`src/rtl/traffic_pkg.sv`:
```
// -----------------------------------------------------------------------------
// traffic_pkg
// Shared definitions for the traffic controller family.
//   LAMP_RED / LAMP_YEL / LAMP_GRN : 2-bit lamp codes used on hwy/cnrty buses
//   phase_t                        : phase decoded from one pair of lamp codes
//   decode_phase()                 : maps (hwy, cnrty) to a phase_t
//   max_int()                      : elaboration-time helper for sizing
// -----------------------------------------------------------------------------
package traffic_pkg;

    localparam logic [1:0] LAMP_RED = 2'b00;
    localparam logic [1:0] LAMP_YEL = 2'b01;
    localparam logic [1:0] LAMP_GRN = 2'b10;

    typedef enum logic [1:0] {
        HG      = 2'd0,   // highway green, cross road red
        CG      = 2'd1,   // cross road green, highway red
        OTHER   = 2'd2,   // yellows and all-red
        ILLEGAL = 2'd3    // code 11 anywhere, or both roads lit at once
    } phase_t;

    function automatic phase_t decode_phase(input logic [1:0] hwy,
                                            input logic [1:0] cnrty);
        phase_t ph;
        ph = OTHER;
        if ((hwy == 2'b11) || (cnrty == 2'b11) ||
            ((hwy != LAMP_RED) && (cnrty != LAMP_RED))) begin
            ph = ILLEGAL;
        end else if ((hwy == LAMP_GRN) && (cnrty == LAMP_RED)) begin
            ph = HG;
        end else if ((hwy == LAMP_RED) && (cnrty == LAMP_GRN)) begin
            ph = CG;
        end
        return ph;
    endfunction

    function automatic int max_int(input int a, input int b);
        return (a > b) ? a : b;
    endfunction

endpackage

```
`src/rtl/traffic_request_gen_sensor_debounce.sv`:
```
// -----------------------------------------------------------------------------
// sensor_debounce
// Two-flop synchroniser followed by a debounce counter for the raw cross-road
// vehicle sensor. The output only changes after the synchronised sensor has
// disagreed with it for DEBOUNCE consecutive cycles.
// Ports:
//   clk         : clock
//   reset       : asynchronous, active-high reset
//   car_raw     : raw sensor, asynchronous to clk
//   car_present : debounced sensor level
// -----------------------------------------------------------------------------
module sensor_debounce #(
    parameter int DEBOUNCE = 4
) (
    input  logic clk,
    input  logic reset,
    input  logic car_raw,
    output logic car_present
);

    // Counter only needs to reach DEBOUNCE-1: the toggle happens on the cycle
    // that would otherwise bring it to DEBOUNCE.
    localparam int CW = (DEBOUNCE > 1) ? $clog2(DEBOUNCE) : 1;

    logic          sync1_reg;
    logic          sync2_reg;
    logic          car_present_reg;
    logic [CW-1:0] count_reg;

    always_ff @(posedge clk or posedge reset) begin
        if (reset) begin
            sync1_reg       <= 1'b0;
            sync2_reg       <= 1'b0;
            car_present_reg <= 1'b0;
            count_reg       <= '0;
        end else begin
            sync1_reg <= car_raw;
            sync2_reg <= sync1_reg;
            if (sync2_reg != car_present_reg) begin
                if (count_reg == CW'(DEBOUNCE - 1)) begin
                    car_present_reg <= ~car_present_reg;
                    count_reg       <= '0;
                end else begin
                    count_reg <= count_reg + 1'b1;
                end
            end else begin
                count_reg <= '0;
            end
        end
    end

    assign car_present = car_present_reg;

endmodule

```
`src/rtl/traffic_request_gen.sv`:
```
// -----------------------------------------------------------------------------
// traffic_request_gen
// Request/timing stage in front of traffic_signal_controller. Conditions the
// cross-road sensor, watches the controller's lamp codes to learn the current
// phase, and produces the controller's single request input x while enforcing
// minimum highway green and minimum/maximum cross-road green.
// Ports:
//   clk         : clock
//   reset       : asynchronous, active-high reset
//   car_raw     : raw cross-road sensor (asynchronous)
//   hwy, cnrty  : controller lamp codes fed back (00 red, 01 yellow, 10 green)
//   x           : request to the controller (combinational)
//   car_present : debounced sensor level
//   req_pending : latched cross-road request
//   max_timeout : one-cycle pulse when cross green is cut short by the maximum
//   fault       : sticky flag, illegal lamp code combination observed
// -----------------------------------------------------------------------------
module traffic_request_gen
    import traffic_pkg::*;
#(
    parameter int TICK_DIV      = 1000,
    parameter int DEBOUNCE      = 4,
    parameter int HWY_MIN_GREEN = 10,
    parameter int CNR_MIN_GREEN = 3,
    parameter int CNR_MAX_GREEN = 8
) (
    input  logic       clk,
    input  logic       reset,
    input  logic       car_raw,
    input  logic [1:0] hwy,
    input  logic [1:0] cnrty,
    output logic       x,
    output logic       car_present,
    output logic       req_pending,
    output logic       max_timeout,
    output logic       fault
);

    // The timer never needs to count beyond the largest threshold it is
    // compared against; saturating there keeps a long highway green from
    // wrapping back below HWY_MIN_GREEN.
    localparam int TIMER_MAX = max_int(HWY_MIN_GREEN, CNR_MAX_GREEN);
    localparam int TW        = $clog2(TIMER_MAX + 1);
    localparam int PW        = (TICK_DIV > 1) ? $clog2(TICK_DIV) : 1;

    logic [PW-1:0] pre_reg;
    logic          tick;
    phase_t        phase;
    phase_t        phase_q;
    logic [TW-1:0] timer_reg;
    logic [TW-1:0] timer_next;
    logic [TW-1:0] elapsed;
    logic          req_pending_reg;
    logic          req_pending_next;
    logic          fault_reg;
    logic          at_max;
    logic          at_max_reg;
    logic          max_timeout_reg;

    sensor_debounce #(
        .DEBOUNCE(DEBOUNCE)
    ) u_debounce (
        .clk        (clk),
        .reset      (reset),
        .car_raw    (car_raw),
        .car_present(car_present)
    );

    // Free-running prescaler; tick marks the wrap cycle.
    assign tick = (pre_reg == PW'(TICK_DIV - 1));

    assign phase = decode_phase(hwy, cnrty);

    // A phase change is seen combinationally, so the first cycle of a new
    // phase already reads elapsed = 0 rather than the previous phase's time.
    assign elapsed = (phase != phase_q) ? '0 : timer_reg;

    always_comb begin
        timer_next = elapsed + TW'(tick);
        if (elapsed >= TW'(TIMER_MAX)) begin
            timer_next = TW'(TIMER_MAX);
        end
    end

    // Entering cross green consumes the request; that takes priority over a
    // car that is still sitting on the sensor.
    always_comb begin
        req_pending_next = req_pending_reg;
        if (phase == CG) begin
            req_pending_next = 1'b0;
        end else if (car_present) begin
            req_pending_next = 1'b1;
        end
    end

    // Elapsed can sit at CNR_MAX_GREEN for several cycles; only the first
    // such cycle may raise max_timeout.
    assign at_max = (phase == CG) && (elapsed == TW'(CNR_MAX_GREEN));

    always_ff @(posedge clk or posedge reset) begin
        if (reset) begin
            pre_reg         <= '0;
            phase_q         <= OTHER;
            timer_reg       <= '0;
            req_pending_reg <= 1'b0;
            fault_reg       <= 1'b0;
            at_max_reg      <= 1'b0;
            max_timeout_reg <= 1'b0;
        end else begin
            pre_reg         <= tick ? '0 : pre_reg + 1'b1;
            phase_q         <= phase;
            timer_reg       <= timer_next;
            req_pending_reg <= req_pending_next;
            fault_reg       <= fault_reg | (phase == ILLEGAL);
            at_max_reg      <= at_max;
            max_timeout_reg <= at_max & ~at_max_reg & car_present;
        end
    end

    always_comb begin
        x = 1'b0;
        if (!fault_reg) begin
            case (phase)
                HG: x = (elapsed >= TW'(HWY_MIN_GREEN)) &
                        (car_present | req_pending_reg);
                CG: x = (elapsed < TW'(CNR_MIN_GREEN)) |
                        (car_present & (elapsed < TW'(CNR_MAX_GREEN)));
                default: x = 1'b0;
            endcase
        end
    end

    assign req_pending = req_pending_reg;
    assign max_timeout = max_timeout_reg;
    assign fault       = fault_reg;

endmodule

```
`config.mk`:
```
export PLATFORM = sky130hd
export DESIGN_NAME = traffic_request_gen
export DESIGN_NICKNAME = d
export VERILOG_FILES = /design/src/rtl/traffic_pkg.sv /design/src/rtl/traffic_request_gen_sensor_debounce.sv /design/src/rtl/traffic_request_gen.sv
export SDC_FILE = /design/constraint.sdc
export NUM_CORES = 1
export LEC_CHECK = 0
export CELL_PAD_IN_SITES_DETAIL_PLACEMENT = 1
export CELL_PAD_IN_SITES_GLOBAL_PLACEMENT = 1
export CORE_ASPECT_RATIO = 1.1
export CORE_UTILIZATION = 47
export CTS_CLUSTER_DIAMETER = 30
export DETAILED_ROUTE_END_ITERATION = 8
export PLACE_DENSITY = 0.88
export SYNTH_ARGS = -nofsm -noshare
export SYNTH_HDL_FRONTEND = slang
export SYNTH_SLANG_ARGS = --single-unit
```
`constraint.sdc`:
```
create_clock -name clk -period 3.5 [get_ports clk]
set_input_delay 0.7 -clock clk [delete_from_list [all_inputs] [get_ports clk]]
set_output_delay 0.7 -clock clk [all_outputs]
set_load 0.005 [all_outputs]
```
==> impl_metrics.xml, run 1 <==
<?xml version="1.0" encoding="UTF-8"?>
<metrics>
  <group name="outcome">
    <metric name="status" unit="">finished clean</metric>
  </group>
  <group name="timing">
    <metric name="drv_slew" unit="">0</metric>
    <metric name="grt_setup_unrepaired" unit="">false</metric>
    <metric name="fin_skew" unit="ps">4.029</metric>
    <metric name="max_freq" unit="MHz">315.9</metric>
    <metric name="setup-violations-final" unit="">0</metric>
    <metric name="tightestPinTransition" unit="ps">922.1</metric>
    <metric name="post-route-period-util" unit="%">90.43</metric>
    <metric name="fin_crit" unit="ps">3165</metric>
    <metric name="max_slew_margin" unit="%">38.46</metric>
    <metric name="setup-tns-final" unit="ps">0</metric>
    <metric name="timing.final.hold_violations" unit="">0</metric>
  </group>
  <group name="critical_path">
    <metric name="start_kind" unit="">input port</metric>
    <metric name="critical_path.max_fanout" unit="">4</metric>
    <metric name="timing.setup.critical_path_class" unit="">in2out</metric>
    <metric name="cp_top_family" unit="">compound AO/OA/AOI/OAI gates</metric>
    <metric name="crit_path_top_delay_cell" unit="">sky130_fd_sc_hd__a221o_1</metric>
    <metric name="cp.arrival" unit="ps">2470</metric>
    <metric name="r2r_end" unit="">timer_reg[1]</metric>
    <metric name="worst-endpoint-required" unit="ps">2800</metric>
    <metric name="setup.reg_to_reg.worst_slack" unit="ps">1170</metric>
    <metric name="critical_path.n_buffers_inverters" unit="">2</metric>
    <metric name="end_kind" unit="">primary output</metric>
    <metric name="cell_chain_critical_path" unit="">dlygate4sd2_1 &gt; maj3_2 &gt; a211o_1 &gt; a221o_1 &gt; a211oi_2 &gt; a21o_1 &gt; dlymetal6s2s_1</metric>
    <metric name="rr_worst_depth" unit="">8</metric>
    <metric name="crit_path_max_incr_delay" unit="ps">400</metric>
    <metric name="crit_reg_reg_startpoint" unit="">phase_q[0]</metric>
  </group>
  <group name="synth">
    <metric name="dominantRegCellSynth" unit="">sky130_fd_sc_hd__dfrtp_1</metric>
    <metric name="synth_edf_count" unit="">0</metric>
    <metric name="synth_largest_area_cell" unit="">sky130_fd_sc_hd__dfrtp_1</metric>
    <metric name="sequential_fraction_of_the_synthesis_area" unit="%">52.08</metric>
    <metric name="synthArstFlopShare" unit="%">100.0</metric>
    <metric name="syn_nets" unit="">119</metric>
    <metric name="syn_area" unit="mm2">0.001204</metric>
    <metric name="yosysWarningCount" unit="">0</metric>
    <metric name="netlist_top_cells_count" unit="">sky130_fd_sc_hd__dfrtp_1 (24), sky130_fd_sc_hd__nor2_1 (10), sky130_fd_sc_hd__a21oi_1 (5), sky130_fd_sc_hd__xor2_1 (5)</metric>
    <metric name="synth-seq-cells" unit="">25</metric>
    <metric name="yosysUniqueCellTypes" unit="">41</metric>
    <metric name="synth_area_per_cell" unit="um2">11.14</metric>
    <metric name="yosys.cell_count.top_type" unit="">sky130_fd_sc_hd__dfrtp_1</metric>
    <metric name="syn-instance-count" unit="">108</metric>
    <metric name="ys_top_cells_by_area" unit="">sky130_fd_sc_hd__dfrtp_1 (50%), sky130_fd_sc_hd__ha_1 (4.2%), sky130_fd_sc_hd__xor2_1 (3.6%)</metric>
    <metric name="synth_largest_type_area_fraction" unit="%">49.90</metric>
  </group>
  <group name="power_and_ir_drop">
    <metric name="power.share.clock" unit="%">23.3</metric>
    <metric name="seqPwrFrac" unit="%">60.8</metric>
    <metric name="power_density" unit="mW/mm2">379.3</metric>
    <metric name="p_leak" unit="uW">0.0006627</metric>
    <metric name="cellInternalPower" unit="uW">401.4</metric>
    <metric name="combinationalPowerShare" unit="%">15.9</metric>
    <metric name="swShare" unit="%">25.73</metric>
    <metric name="worst_ir_drop_vdd" unit="mV">0.3214</metric>
    <metric name="power_switching" unit="uW">139.1</metric>
  </group>
  <group name="final_layout">
    <metric name="largest_reg_flops" unit="">10</metric>
    <metric name="post_route_cells_drive_above_1_share" unit="%">16.28</metric>
    <metric name="insertedDiodeCount" unit="">0</metric>
    <metric name="nets" unit="">141</metric>
    <metric name="area_delta_synth_final" unit="%">18.40</metric>
    <metric name="finish.utilization" unit="%">60.84</metric>
  </group>
  <group name="floorplan">
    <metric name="die-width" unit="um">50.25</metric>
    <metric name="die_h" unit="um">55.08</metric>
    <metric name="num_rows" unit="">18</metric>
    <metric name="coreArea" unit="mm2">0.002342</metric>
    <metric name="floorplan.initialDensity" unit="%">51.39</metric>
    <metric name="die_area" unit="mm2">0.002768</metric>
    <metric name="ports" unit="">12</metric>
  </group>
  <group name="cts">
    <metric name="cts-root-to-sink-buffers" unit="">2</metric>
    <metric name="cts_inserted_buffers" unit="">3</metric>
    <metric name="clk_root_buffer_cell" unit="">sky130_fd_sc_hd__clkbuf_4</metric>
    <metric name="clkSlewWorstSetupHoldPaths" unit="ps">130</metric>
    <metric name="clock_tree_from_tritoncts" unit="">done</metric>
    <metric name="clock_latency" unit="ps">310</metric>
    <metric name="ctsHtreeMaxLevel" unit="">1</metric>
    <metric name="clkSinkCount" unit="">25</metric>
  </group>
  <group name="global_route">
    <metric name="grt_max_degree" unit="">26</metric>
    <metric name="grt.total_usage" unit="%">20.25</metric>
    <metric name="grt_pass1_vias" unit="">872</metric>
    <metric name="grt_remaining_overflow" unit="">0</metric>
    <metric name="grt_antenna_before_repair" unit="">0</metric>
    <metric name="global_route_wire_length_before_repair" unit="um">4050</metric>
  </group>
  <group name="route">
    <metric name="drc_errors" unit="">0</metric>
    <metric name="routed_via_density" unit="">5.591</metric>
    <metric name="dr.first_iter.drc_count" unit="">1</metric>
    <metric name="ant_nets" unit="">0</metric>
    <metric name="post_drt_wl_per_cell" unit="um">15.18</metric>
    <metric name="drt-total-wl" unit="um">2413</metric>
    <metric name="vias" unit="">889</metric>
    <metric name="first_pass_iters" unit="">3</metric>
  </group>
  <group name="worst_hold_path">
    <metric name="worst_hold_path_type" unit="">reg2reg</metric>
    <metric name="worstHoldEndpoint" unit="">u_debounce.sync2_reg</metric>
    <metric name="worstHoldPathCells" unit="">0</metric>
    <metric name="worst_hold_startpoint" unit="">u_debounce.sync1_reg</metric>
  </group>
  <group name="placed_design">
    <metric name="globalplace.congestion" unit="">0.7389</metric>
    <metric name="number_of_input_and_output_port_buffers_inserted" unit="">11</metric>
    <metric name="place_hpwl" unit="um">1842</metric>
  </group>
  <group name="flow_run">
    <metric name="drv.max_cap_violation_count" unit="">0</metric>
  </group>
</metrics>
==> worst reg2reg max path: stages (launching register included) <==
cell	delay [ps]
sky130_fd_sc_hd__dfrtp_1	460
sky130_fd_sc_hd__o311a_1	140
sky130_fd_sc_hd__a211o_1	220
sky130_fd_sc_hd__a221o_1	400
sky130_fd_sc_hd__buf_4	180
sky130_fd_sc_hd__and2_1	160
sky130_fd_sc_hd__ha_1	190
sky130_fd_sc_hd__ha_1	270
sky130_fd_sc_hd__or2_1	220
==> how the worst max path moves through the flow <==
stage	startpoint	end	slack [ps]	cells after the start
2_1_floorplan	cnrty[0]	x	670	6
3_3_place_gp	cnrty[0]	x	-190	7
3_5_place_dp	cnrty[0]	x	-300	7
4_1_cts	cnrty[0]	x	20	7
5_1_grt	hwy[0]	x	280	7
6_report	hwy[0]	x	330	7
==> cell type report <==
cell class                      instances  area (um2)
Timing Repair Buffer                   20       171.4
Inverter                                2       7.507
Fill cell                             268       917.1
Multi-Input combinational cell         78       554.3
Clock buffer                            3       22.52
Clock inverter                          1       5.005
Tap cell                               30       37.54
Sequential cell                        25       626.9
==> per-stage QoR <==
step | std cells | area (um2) | hold WS [ps] | setup slack, ps | power (uW)
2_1_floorplan | 108 | 1204 | 331.2 | 668.5 | 378.3
3_3_place_gp | 155 | 1399 | 336.8 | -192.2 | 417.3
3_5_place_dp | 155 | 1399 | 354.4 | -298.8 | 423.2
4_1_cts | 159 | 1428 | 385.1 | 16.91 | 546.0
5_1_grt | 159 | 1425 | 398.5 | 281.9 | 568.6
6_report | 159 | 1425 | 383.9 | 334.8 | 540.5
==> routing by layer <==
metal  GRT usage [%]  share of wire, %
met4           5.714              0.54
met2           38.67                54
met3           3.279               2.4
met5               0                 0
met1           23.65                43
==> cells in the final DEF (no fill, tap or decap), drive strengths merged, types with 2 or more instances in the layout <==
cell type       n
dfrtp          24
nor2           10
buf             9
clkdlybuf4s50   6
xor2            5
a21oi           5
nand2           4
nand3           4
xnor2           4
ha              4
clkbuf          4
nor4            3
o21a            3
and2            3
and3            3
nor2b           3
dlygate4sd2     3
nor3            3
nor3b           2
o21bai          2
nand3b          2
inv             2
nor4b           2
==> logic make-up (layout without fill, tap and decap cells) <==
family                     Yosys count  in the layout  synth area share [%]
AOI/OAI and AO/OA                   19             19                 11.54
xor gates and xnor gates             9              9                 6.548
adders and majority gates            5              5                 5.094
buffers and inverters                5             26                 2.286
DFF                                 25             25                 52.08
muxes                                1              1                0.9355
and+or+nand+nor                     44             44                 21.52
==> power by group through the flow <==
stage	clock (uW)	sequential (uW)	combinational, uW
6_report	126	329	85.8
5_1_grt	139	333	95.8
4_1_cts	129	330	87.3
3_5_place_dp	0	335	88.0
3_3_place_gp	0	333	84.1
2_1_floorplan	0	330	48.1
==> timing repair <==
action | CTS | global route
setup buffers | 0 | 0
pin swaps | 1 | 2
resized for setup | 6 | 2
setup endpoints to repair | 1 | 1
hold buffers | 0 | 0
(Power assumes the default switching activity.)
==> inputs of run 2 (changes only) <==
--- a/config.mk
+++ b/config.mk
@@ -12,6 +12,7 @@
 export CTS_CLUSTER_DIAMETER = 30
 export DETAILED_ROUTE_END_ITERATION = 8
 export PLACE_DENSITY = 0.88
+export SLEW_MARGIN = 0
 export SYNTH_ARGS = -nofsm -noshare
 export SYNTH_HDL_FRONTEND = slang
 export SYNTH_SLANG_ARGS = --single-unit
==> results of run 2 <==
Final layout, timing and power as in run 1 (identical DEF).
==> inputs of run 3 (changes only) <==
--- a/config.mk
+++ b/config.mk
@@ -7,7 +7,6 @@
 export LEC_CHECK = 0
 export CELL_PAD_IN_SITES_DETAIL_PLACEMENT = 1
 export CELL_PAD_IN_SITES_GLOBAL_PLACEMENT = 1
-export CORE_ASPECT_RATIO = 1.1
 export CORE_UTILIZATION = 47
 export CTS_CLUSTER_DIAMETER = 30
 export DETAILED_ROUTE_END_ITERATION = 8
==> impl_metrics.xml, run 3 (same netlist as run 1, synthesis figures left out) <==
<?xml version="1.0" encoding="UTF-8"?>
<metrics>
  <group name="global_route">
    <metric name="grt_antenna_before_repair" unit="">0</metric>
    <metric name="grt.total_usage" unit="%">23.12</metric>
    <metric name="grt_pass1_vias" unit="">948</metric>
    <metric name="global_route_wire_length_before_repair" unit="um">4512</metric>
    <metric name="grt_remaining_overflow" unit="">0</metric>
    <metric name="grt_max_degree" unit="">26</metric>
  </group>
  <group name="route">
    <metric name="routed_via_density" unit="">5.987</metric>
    <metric name="first_pass_iters" unit="">4</metric>
    <metric name="ant_nets" unit="">0</metric>
    <metric name="drc_errors" unit="">0</metric>
    <metric name="post_drt_wl_per_cell" unit="um">19.25</metric>
    <metric name="vias" unit="">940</metric>
    <metric name="dr.first_iter.drc_count" unit="">9</metric>
    <metric name="drt-total-wl" unit="um">3022</metric>
  </group>
  <group name="floorplan">
    <metric name="die_h" unit="um">52.61</metric>
    <metric name="floorplan.initialDensity" unit="%">51.92</metric>
    <metric name="coreArea" unit="mm2">0.002318</metric>
    <metric name="ports" unit="">12</metric>
    <metric name="num_rows" unit="">17</metric>
    <metric name="die_area" unit="mm2">0.002767</metric>
    <metric name="die-width" unit="um">52.61</metric>
  </group>
  <group name="timing">
    <metric name="tightestPinTransition" unit="ps">945.6</metric>
    <metric name="post-route-period-util" unit="%">89.09</metric>
    <metric name="timing.final.hold_violations" unit="">0</metric>
    <metric name="fin_crit" unit="ps">3118</metric>
    <metric name="fin_skew" unit="ps">2.909</metric>
    <metric name="timing.final.ws_setup" unit="ps">382.0</metric>
    <metric name="worst_hold_slack" unit="ps">378.1</metric>
    <metric name="setup-tns-final" unit="ps">0</metric>
    <metric name="setup-violations-final" unit="">0</metric>
    <metric name="max_freq" unit="MHz">320.7</metric>
    <metric name="grt_setup_unrepaired" unit="">false</metric>
    <metric name="max_slew_margin" unit="%">36.89</metric>
    <metric name="drv_slew" unit="">0</metric>
  </group>
  <group name="placed_design">
    <metric name="pre_cts_ws" unit="ps">-218.9</metric>
    <metric name="place_hpwl" unit="um">2063</metric>
    <metric name="number_of_input_and_output_port_buffers_inserted" unit="">11</metric>
    <metric name="globalplace.congestion" unit="">0.8039</metric>
  </group>
  <group name="final_layout">
    <metric name="n_fill_cell" unit="">261</metric>
    <metric name="post_route_cells_drive_above_1_share" unit="%">16.28</metric>
    <metric name="multiInputGateArea" unit="um2">561.8</metric>
    <metric name="nets" unit="">141</metric>
    <metric name="insertedDiodeCount" unit="">0</metric>
    <metric name="seqCellArea" unit="um2">626.9</metric>
    <metric name="mostFrequentLayoutCell" unit="">sky130_fd_sc_hd__dfrtp_1</metric>
    <metric name="largest_reg_flops" unit="">10</metric>
    <metric name="area_delta_synth_final" unit="%">19.33</metric>
    <metric name="most_frequent_cells_in_the_layout" unit="">sky130_fd_sc_hd__dfrtp_1 (24), sky130_fd_sc_hd__nor2_1 (9), sky130_fd_sc_hd__buf_4 (9)</metric>
  </group>
  <group name="power_and_ir_drop">
    <metric name="seqPwrFrac" unit="%">59.9</metric>
    <metric name="power.share.clock" unit="%">23.2</metric>
    <metric name="power_density" unit="mW/mm2">385.7</metric>
    <metric name="worst_ir_drop_vdd" unit="mV">0.2733</metric>
    <metric name="power_switching" unit="uW">147.1</metric>
    <metric name="combinationalPowerShare" unit="%">16.9</metric>
    <metric name="p_leak" unit="uW">0.0006701</metric>
    <metric name="cellInternalPower" unit="uW">406.8</metric>
    <metric name="swShare" unit="%">26.55</metric>
  </group>
  <group name="cts">
    <metric name="clock_latency" unit="ps">320</metric>
    <metric name="clkSlewWorstSetupHoldPaths" unit="ps">120</metric>
    <metric name="ctsHtreeMaxLevel" unit="">1</metric>
    <metric name="holdBufCountCts" unit="">0</metric>
    <metric name="clkSinkCount" unit="">25</metric>
    <metric name="cts-root-to-sink-buffers" unit="">2</metric>
    <metric name="clock_tree_from_tritoncts" unit="">done</metric>
    <metric name="cts_inserted_buffers" unit="">3</metric>
    <metric name="clk_root_buffer_cell" unit="">sky130_fd_sc_hd__clkbuf_4</metric>
  </group>
  <group name="flow_run">
    <metric name="drv.max_cap_violation_count" unit="">0</metric>
  </group>
  <group name="outcome">
    <metric name="status" unit="">finished clean</metric>
  </group>
  <group name="critical_path">
    <metric name="setup.reg_to_reg.worst_slack" unit="ps">940</metric>
    <metric name="critical_path.max_fanout" unit="">4</metric>
    <metric name="start_kind" unit="">input port</metric>
    <metric name="worst-endpoint-required" unit="ps">2800</metric>
    <metric name="cp.arrival" unit="ps">2420</metric>
    <metric name="end_kind" unit="">primary output</metric>
    <metric name="timing.setup.critical_path_class" unit="">in2out</metric>
  </group>
  <group name="worst_hold_path">
    <metric name="worst_hold_path_type" unit="">reg2reg</metric>
  </group>
</metrics>
[run 3: final timing paths]
path	endpoint	depth (start not counted)	from
min in group asynchronous	u_debounce.count_reg[0]	2	reset
setup / recovery	x	7	cnrty[0]
setup reg to reg	timer_reg[1]	10	phase_q[0]
hold reg to reg	u_debounce.sync2_reg	0	u_debounce.sync1_reg
max in group asynchronous	req_pending	2	reset
hold / removal	u_debounce.sync2_reg	0	u_debounce.sync1_reg
[run 3: routing by layer]
layer,GRT usage (%),share of wire (%),vias up
met4,3.947,1.4,0
met3,5.217,2.8,5
met5,0,0,-
met2,43.46,53,12
li1,-,-,433
met1,26.56,43,490
[run 3: layout make-up]
type	count	area share, %
Clock buffer	4	1.829
Inverter	2	0.5226
Multi-Input combinational cell	78	39.11
Sequential cell	25	43.64
Tap cell	28	2.439
Timing Repair Buffer	20	12.46
[run 3: power groups by stage]
stage / Clock, uW / Sequential (uW) / Combinational [uW]
floorplan: 0 / 330 / 48.1
global placement: 0 / 334 / 82.0
detailed placement: 0 / 338 / 88.4
CTS: 129 / 332 / 91.6
global route: 143 / 335 / 101
finish: 129 / 332 / 93.8
[run 3: worst max-delay path, cell delays in order]
cell                             delay (ps)
sky130_fd_sc_hd__dlygate4sd2_1          280
sky130_fd_sc_hd__maj3_2                 330
sky130_fd_sc_hd__a211o_1                290
sky130_fd_sc_hd__a221o_1                370
sky130_fd_sc_hd__a211oi_2               230
sky130_fd_sc_hd__a21o_1                 100
sky130_fd_sc_hd__dlymetal6s2s_1         120
[run 3: per-stage QoR]
step	std cells	util, %	instance area (um2)	total power [uW]
after detailed placement	151	59.58	1381	425.9
after floorplan	108	-	1204	378.3
after CTS	156	61.09	1416	553.0
final	157	61.95	1436	553.9
after global placement	151	59.58	1381	416.2
after global routing	157	61.95	1436	579.2
[run 3: what timing repair did]
item | CTS | global route
cloned | 0 | 0
pin swaps | 1 | 3
setup buffers | 1 | 1
endpoints found under the setup margin | 1 | 1
resized for setup | 4 | 4
